[src/rtl/mem_ctrl_if.sv]
// Bus bundle between a CPU-side client and mem_ctrl, including the byte-wide RAM port.
// Handshake: a request is taken when its *_enable is high while the controller is idle; the
// matching *_finished pulses for exactly one cycle when the access completes.
interface mem_ctrl_if;
   logic        if_enable;
   logic [31:0] if_addr;
   logic        if_finished;
   logic [31:0] if_inst;
   logic        mem_enable;
   logic        mem_rw_sel;
   logic [31:0] mem_addr;
   logic [2:0]  mem_data_len;
   logic [31:0] mem_data_i;
   logic        mem_finished;
   logic [31:0] mem_data_o;
   logic        if_busy;
   logic        mem_busy;
   logic [7:0]  ram_din;
   logic [7:0]  ram_dout;
   logic [31:0] ram_a;
   logic        ram_wr;
   logic        io_buffer_full;
   logic [2:0]  dbg_state;

   modport slave (
      input  if_enable, if_addr, mem_enable, mem_rw_sel, mem_addr, mem_data_len, mem_data_i,
      input  ram_din, io_buffer_full,
      output if_finished, if_inst, mem_finished, mem_data_o, if_busy, mem_busy,
      output ram_dout, ram_a, ram_wr, dbg_state
   );

   modport master (
      output if_enable, if_addr, mem_enable, mem_rw_sel, mem_addr, mem_data_len, mem_data_i,
      output ram_din, io_buffer_full,
      input  if_finished, if_inst, mem_finished, mem_data_o, if_busy, mem_busy,
      input  ram_dout, ram_a, ram_wr, dbg_state
   );
endinterface

[src/rtl/mem_ctrl.sv]
// Byte-serial memory controller: instruction fetch and load/store over an 8-bit RAM port.
// Optional macro IO_WRITE_STALL_EN holds stores to 0x0003xxxx while the UART buffer is full.
module mem_ctrl (
   input logic        clk,
   input logic        rst,
   input logic        rdy,
   mem_ctrl_if.slave  bus
);

   typedef enum logic [2:0] {
      IDLE      = 3'd0,
      IF_READ   = 3'd1,
      MEM_READ  = 3'd2,
      MEM_WRITE = 3'd3,
      DONE      = 3'd4
   } state_t;

   state_t      state_q;
   logic [2:0]  cnt_q;
   logic [2:0]  len_q;
   logic [31:0] addr_q;
   logic [31:0] wdata_q;
   logic [31:0] asm_q;
   logic        if_finished_q;
   logic        mem_finished_q;
   logic        if_busy_q;
   logic        mem_busy_q;
   logic [31:0] if_inst_q;
   logic [31:0] mem_data_q;
   logic [31:0] ram_a_q;
   logic [7:0]  ram_dout_q;
   logic        ram_wr_q;

   logic [2:0]  cnt_inc_d;
   logic [2:0]  req_len_d;
   logic [1:0]  byte_idx_d;
   logic [31:0] asm_d;
   logic [31:0] next_a_d;
   logic [7:0]  wbyte_d;
   logic [7:0]  wbyte_next_d;
   logic        wr_more_d;
   logic        stall_d;
   logic        stall_acc_d;

   always_comb begin
      cnt_inc_d    = cnt_q + 3'd1;
      // In read states, ram_din carries byte cnt-1 (one-cycle RAM latency).
      byte_idx_d   = cnt_q[1:0] - 2'd1;
      asm_d        = asm_q;
      asm_d[{byte_idx_d, 3'b000} +: 8] = bus.ram_din;
      next_a_d     = addr_q + {29'd0, cnt_inc_d};
      wbyte_d      = wdata_q[{cnt_q[1:0], 3'b000} +: 8];
      wbyte_next_d = wdata_q[{cnt_inc_d[1:0], 3'b000} +: 8];
      wr_more_d    = cnt_inc_d < len_q;

      if (bus.mem_rw_sel)
         req_len_d = {1'b0, bus.mem_data_len[1:0]} + 3'd1;
      else if (bus.mem_data_len == 3'd0)
         req_len_d = 3'd1;
      else if (bus.mem_data_len > 3'd4)
         req_len_d = 3'd4;
      else
         req_len_d = bus.mem_data_len;

`ifdef IO_WRITE_STALL_EN
      stall_d     = bus.io_buffer_full && (addr_q[31:16] == 16'h0003);
      stall_acc_d = bus.io_buffer_full && (bus.mem_addr[31:16] == 16'h0003);
`else
      stall_d     = 1'b0;
      stall_acc_d = 1'b0;
`endif
   end

   always_ff @(posedge clk) begin
      if (rst) begin
         state_q        <= IDLE;
         cnt_q          <= 3'd0;
         len_q          <= 3'd0;
         addr_q         <= 32'd0;
         wdata_q        <= 32'd0;
         asm_q          <= 32'd0;
         if_finished_q  <= 1'b0;
         mem_finished_q <= 1'b0;
         if_busy_q      <= 1'b0;
         mem_busy_q     <= 1'b0;
         if_inst_q      <= 32'd0;
         mem_data_q     <= 32'd0;
         ram_a_q        <= 32'd0;
         ram_dout_q     <= 8'd0;
         ram_wr_q       <= 1'b0;
      end else if (rdy) begin
         case (state_q)
            IDLE: begin
               if (bus.mem_enable) begin
                  addr_q     <= bus.mem_addr;
                  len_q      <= req_len_d;
                  wdata_q    <= bus.mem_data_i;
                  cnt_q      <= 3'd0;
                  asm_q      <= 32'd0;
                  mem_busy_q <= 1'b1;
                  ram_a_q    <= bus.mem_addr;
                  if (bus.mem_rw_sel) begin
                     state_q    <= MEM_WRITE;
                     ram_wr_q   <= !stall_acc_d;
                     ram_dout_q <= stall_acc_d ? 8'd0 : bus.mem_data_i[7:0];
                  end else begin
                     state_q <= MEM_READ;
                  end
               end else if (bus.if_enable) begin
                  addr_q    <= bus.if_addr;
                  len_q     <= 3'd4;
                  cnt_q     <= 3'd0;
                  asm_q     <= 32'd0;
                  if_busy_q <= 1'b1;
                  ram_a_q   <= bus.if_addr;
                  state_q   <= IF_READ;
               end
            end
            IF_READ, MEM_READ: begin
               if (cnt_q != 3'd0)
                  asm_q <= asm_d;
               if (cnt_q == len_q) begin
                  state_q    <= DONE;
                  if_busy_q  <= 1'b0;
                  mem_busy_q <= 1'b0;
                  if (state_q == IF_READ) begin
                     if_inst_q     <= asm_d;
                     if_finished_q <= 1'b1;
                  end else begin
                     mem_data_q     <= asm_d;
                     mem_finished_q <= 1'b1;
                  end
               end else begin
                  cnt_q <= cnt_inc_d;
                  if (wr_more_d)
                     ram_a_q <= next_a_d;
               end
            end
            MEM_WRITE: begin
               // ram_wr_q low here means byte cnt is still waiting to be issued.
               if (!ram_wr_q) begin
                  if (!stall_d) begin
                     ram_wr_q   <= 1'b1;
                     ram_dout_q <= wbyte_d;
                  end
               end else if (wr_more_d) begin
                  cnt_q      <= cnt_inc_d;
                  ram_a_q    <= next_a_d;
                  ram_wr_q   <= !stall_d;
                  ram_dout_q <= stall_d ? 8'd0 : wbyte_next_d;
               end else begin
                  ram_wr_q       <= 1'b0;
                  ram_dout_q     <= 8'd0;
                  state_q        <= DONE;
                  mem_busy_q     <= 1'b0;
                  mem_finished_q <= 1'b1;
               end
            end
            DONE: begin
               if_finished_q  <= 1'b0;
               mem_finished_q <= 1'b0;
               state_q        <= IDLE;
            end
            default: state_q <= IDLE;
         endcase
      end
   end

   assign bus.if_finished  = if_finished_q;
   assign bus.if_inst      = if_inst_q;
   assign bus.mem_finished = mem_finished_q;
   assign bus.mem_data_o   = mem_data_q;
   assign bus.if_busy      = if_busy_q;
   assign bus.mem_busy     = mem_busy_q;
   assign bus.ram_a        = ram_a_q;
   assign bus.ram_dout     = ram_dout_q;
   // A frozen write cycle must not strobe the RAM.
   assign bus.ram_wr       = ram_wr_q & rdy;
   assign bus.dbg_state    = state_q;

endmodule

[src/flat_wrapper.sv]
// flat-port wrapper written by rule: the top's interface ports become plain ports
module mem_ctrl_flat 
  (clk, rst, rdy, bus_if_enable, bus_if_addr, bus_mem_enable, bus_mem_rw_sel, bus_mem_addr, bus_mem_data_len, bus_mem_data_i, bus_ram_din, bus_io_buffer_full, bus_if_finished, bus_if_inst, bus_mem_finished, bus_mem_data_o, bus_if_busy, bus_mem_busy, bus_ram_dout, bus_ram_a, bus_ram_wr, bus_dbg_state);
  mem_ctrl_if bus_i ();
  input logic clk;
  input logic rst;
  input logic rdy;
  input wire logic [$bits(bus_i.if_enable)-1:0] bus_if_enable;
  input wire logic [$bits(bus_i.if_addr)-1:0] bus_if_addr;
  input wire logic [$bits(bus_i.mem_enable)-1:0] bus_mem_enable;
  input wire logic [$bits(bus_i.mem_rw_sel)-1:0] bus_mem_rw_sel;
  input wire logic [$bits(bus_i.mem_addr)-1:0] bus_mem_addr;
  input wire logic [$bits(bus_i.mem_data_len)-1:0] bus_mem_data_len;
  input wire logic [$bits(bus_i.mem_data_i)-1:0] bus_mem_data_i;
  input wire logic [$bits(bus_i.ram_din)-1:0] bus_ram_din;
  input wire logic [$bits(bus_i.io_buffer_full)-1:0] bus_io_buffer_full;
  output wire logic [$bits(bus_i.if_finished)-1:0] bus_if_finished;
  output wire logic [$bits(bus_i.if_inst)-1:0] bus_if_inst;
  output wire logic [$bits(bus_i.mem_finished)-1:0] bus_mem_finished;
  output wire logic [$bits(bus_i.mem_data_o)-1:0] bus_mem_data_o;
  output wire logic [$bits(bus_i.if_busy)-1:0] bus_if_busy;
  output wire logic [$bits(bus_i.mem_busy)-1:0] bus_mem_busy;
  output wire logic [$bits(bus_i.ram_dout)-1:0] bus_ram_dout;
  output wire logic [$bits(bus_i.ram_a)-1:0] bus_ram_a;
  output wire logic [$bits(bus_i.ram_wr)-1:0] bus_ram_wr;
  output wire logic [$bits(bus_i.dbg_state)-1:0] bus_dbg_state;
  assign bus_i.if_enable = bus_if_enable;
  assign bus_i.if_addr = bus_if_addr;
  assign bus_i.mem_enable = bus_mem_enable;
  assign bus_i.mem_rw_sel = bus_mem_rw_sel;
  assign bus_i.mem_addr = bus_mem_addr;
  assign bus_i.mem_data_len = bus_mem_data_len;
  assign bus_i.mem_data_i = bus_mem_data_i;
  assign bus_i.ram_din = bus_ram_din;
  assign bus_i.io_buffer_full = bus_io_buffer_full;
  assign bus_if_finished = bus_i.if_finished;
  assign bus_if_inst = bus_i.if_inst;
  assign bus_mem_finished = bus_i.mem_finished;
  assign bus_mem_data_o = bus_i.mem_data_o;
  assign bus_if_busy = bus_i.if_busy;
  assign bus_mem_busy = bus_i.mem_busy;
  assign bus_ram_dout = bus_i.ram_dout;
  assign bus_ram_a = bus_i.ram_a;
  assign bus_ram_wr = bus_i.ram_wr;
  assign bus_dbg_state = bus_i.dbg_state;
  mem_ctrl u_core (.clk(clk), .rst(rst), .rdy(rdy), .bus(bus_i));
endmodule
[config.mk]
export PLATFORM = sky130hd
export DESIGN_NAME = mem_ctrl_flat
export DESIGN_NICKNAME = d
export VERILOG_FILES = /design/src/rtl/mem_ctrl_if.sv /design/src/rtl/mem_ctrl.sv /design/src/flat_wrapper.sv
export SDC_FILE = /design/constraint.sdc
export NUM_CORES = 1
export LEC_CHECK = 0
export ABC_AREA = 1
export CAP_MARGIN = 20
export CORE_ASPECT_RATIO = 2
export CORE_MARGIN = 5
export CORE_UTILIZATION = 45
export DETAILED_ROUTE_END_ITERATION = 6
export GPL_TIMING_DRIVEN = 0
export PLACE_DENSITY = 0.83
export SETUP_SLACK_MARGIN = 0.15
export SLEW_MARGIN = 20
export SYNTH_ARGS = -nofsm -noshare
export SYNTH_HDL_FRONTEND = slang
export SYNTH_SLANG_ARGS = --single-unit
[constraint.sdc]
create_clock -name clk -period 3.46 [get_ports clk]
set_clock_uncertainty 0.05 [all_clocks]
set_input_delay 0.692 -clock clk [delete_from_list [all_inputs] [get_ports clk]]
set_output_delay 0.692 -clock clk [all_outputs]
set_load 0.1 [all_outputs]
==> summary.md <==
| Metric | Value |
|---|---|
| Period minus WS final | 3.20 ns |
| Leakage | 5.27 nW |
| Max transition margin | 27.5% |
| Routed WL | 43300 um |
| Largest net degree at the start of global routing | 16 |
| Worst reg2reg setup slack | 0.26 ns |
| CP max FO | 12 |
| Worst Path Arrival | 3.54 ns |
| Vias per Instance | 5.52 |
| Status | finished, violations left |
| Final HPWL DP | 34600 um |
| Top post-synthesis cells by area | dfxtp_1, nand2_1, a21oi_1 |
| Worst setup SP type | flop |
| Setup WS pre-CTS | -0.854 ns |
| Crit path required time | 3.81 ns |
| Tightest Pin Transition | 1.08 ns |
| Final total power | 8.72 mW |
| Max VDD drop | 0.373 mV |
| Post-synth EDFFs | 0 |
| Layout Utilization | 60.1% |
| Synth async-reset ratio | 0% |
| Crit. End Element | flop |
| Die height | 228 um |
| RSZ-0062 raised after global routing | no |
| Port Buffers | 221 |
| Initial DRC Count | 834 |
| Worst-skew pair later-pin latency | 0.51 ns |
| Avg WL per Cell | 20.2 um |
| Final #Nets | 1976 |
| H-tree levels | 1 |
| Setup TNS | 0 ns |
| Sinks on Clock Net | 214 |
| Final WS setup | 0.262 ns |
| Dominant cell type by area after synthesis | dfxtp_1 |
| Vias in the first global route | 11.7k |
| Worst-path clk slew | 0.07 ns |
| CTS Buf Count | 20 |
| Initial antenna violation count | 0 |
| CTS root buf | clkbuf_16 |
| HP Class | reg2reg |
| Rows | 79 |
| Final period util | 92.4% |
| Global-route wire length before repair | 64600 um |
| PD cells | 622 nW/um2 |
| Critical path class | reg2reg |
| Inserted Diodes | 0 |
| Die width | 119 um |
| Synthesized instance count | 1600 |
| Total gr overflow | 0 |
| Syn nets | 1729 |
| Initial DRT Pass Iterations | 7 |
| Syn. warnings | 0 |
| I/O pins | 226 |
| Final Hold Violating Endpoints | 0 |
| DR vias | 11.8k |
| Total track usage | 30.7% |
| CTS tree | yes |
| Post-synth top area share | 40.1% |
| Core Box Area | 23300 um2 |
| Count leader, synth | nand2_1 |
| Synth cell types | 39 |
| Mapped Area | 10700 um2 |
| CTS max path bufs | 3 |
| Synth top cells by count | nand2_1, a21oi_1, dfxtp_1, inv_1, o21ai_0 |
| Final Max Tran Viols | 0 |
| Syn_area_per_cell | 6.68 um2 |
| Failing checks | DRC |
| Ys flop type | dfxtp_1 |
| Initial Util | 45.8% |
| Maxcap violations | 0 |
| Area delta synth->final | 31.1% |
| Final setup vio count | 0 |
| # hold bufs at CTS | 0 |
| Max frequency | 0.313 GHz |
| Die area | 27100 um2 |
| Post-synthesis sequential area ratio | 40.1% |
| Share of cells above drive strength 1 | 5.59% |
| Post-route ant nets | 0 |
| DRC Markers | 1 |
| #FFs+latches synth | 214 |
| GPL Wtd Cong | 0.992 |
-- cell usage in the layout, fill, tap and decap left out, drive strengths merged, types with 8 or more instances in the layout --
cell	count
mux2i	8
o21ai	172
ha	14
dfxtp	214
or2	11
nand2	342
o22ai	32
clkbuf	89
a21oi	234
nand3	112
inv	191
nor2	135
buf	37
clkdlybuf4s50	221
a211oi	8
-- power by group --
| part | switching, mW | internal, mW | leakage (nW) | total, mW |
|---|---|---|---|---|
| registers | 0.197 | 2.74 | 1.75 | 2.94 |
| clock network | 1.01 | 1.29 | 0.314 | 2.31 |
| logic | 2.57 | 0.909 | 3.21 | 3.48 |
| total | 3.78 | 4.94 | 5.27 | 8.72 |
-- flip-flops by register name (all words and copies together) (netlist names) --
name and cells:
u_core.bus.mem_finished 1, u_core.bus.if_busy 1, u_core.bus.dbg_state 3, u_core.cnt_q 3
u_core.bus.if_inst 32, u_core.ram_wr_q 1, u_core.wdata_q 32, u_core.bus.ram_dout 8
u_core.addr_q 32, u_core.bus.mem_data_o 32, u_core.asm_q 32, u_core.len_q 3
u_core.bus.ram_a 32, u_core.bus.if_finished 1, u_core.bus.mem_busy 1
-- critical path, stage by stage (launching register included) --
cell        delay, ns
dfxtp_4          0.45
inv_1            0.12
clkbuf_4         0.25
ha_4             0.32
buf_6            0.16
clkinvlp_4       0.14
fa_1             0.42
inv_1            0.10
nand3_1          0.10
nand2_2          0.15
nand2_2          0.11
inv_1            0.10
nand2_1          0.07
nand3_1          0.06
o21ai_0          0.12
nor2_1           0.25
nor2_1           0.08
-- layout make-up --
type | count | area [um2]
plain buffers | 94 | 443
clock inverters | 7 | 97.6
flip-flops and latches | 214 | 4290
clock buffers | 28 | 562
repair buffers | 225 | 2240
inverters | 193 | 728
well taps | 283 | 354
fillers | 2252 | 9310
multi-input cells | 1099 | 5300
-- timing repair --
item | in CTS | in global routing
resized for setup | 20 | 5
endpoints found under the setup margin | 134 | 11
pin swaps | 1 | 3
setup buffers | 1 | 3
-- metrics by stage --
step	cells	hold WS [ns]	cell area, um2
after floorplan	1600	0.385	10700
after global placement	2104	0.382	13300
after detailed placement	2104	0.386	13300
after CTS	2140	0.396	14000
after global routing	2143	0.410	14000
final	2143	0.393	14000
-- logic make-up (layout without fill, tap and decap cells) --
family                     Yosys count  count (layout)  share of synthesized area [%]
AOI/OAI and AO/OA                  461             461                           22.6
xor gates and xnor gates             3               3                          0.246
adders and majority gates           15              15                           1.83
buffers and inverters              287             547                           10.7
DFF                                214             214                           40.1
muxes                                8               8                          0.749
and+or+nand+nor                    612             612                           23.8
-- worst paths after layout --
check / from / end / depth (start not counted)
setup / recovery: u_core.cnt_q[1] / u_core.bus.ram_a[6] / 16
hold / removal: u_core.bus.if_inst[15] / u_core.bus.if_inst[15] / 2
setup reg to reg: u_core.cnt_q[1] / u_core.bus.ram_a[6] / 16
hold reg to reg: u_core.bus.if_inst[15] / u_core.bus.if_inst[15] / 2
-- routing by layer --
layer	track usage (%)	vias up	wire (um)	share of wire (%)
li1	-	5743	-	-
met4	24.5	0	3910	9.0
met1	26.7	5375	13600	31
met2	60.5	534	23900	55
met5	0	-	0	0
met3	3.52	180	1970	4.5
Power figures use the tool's default switching activity.
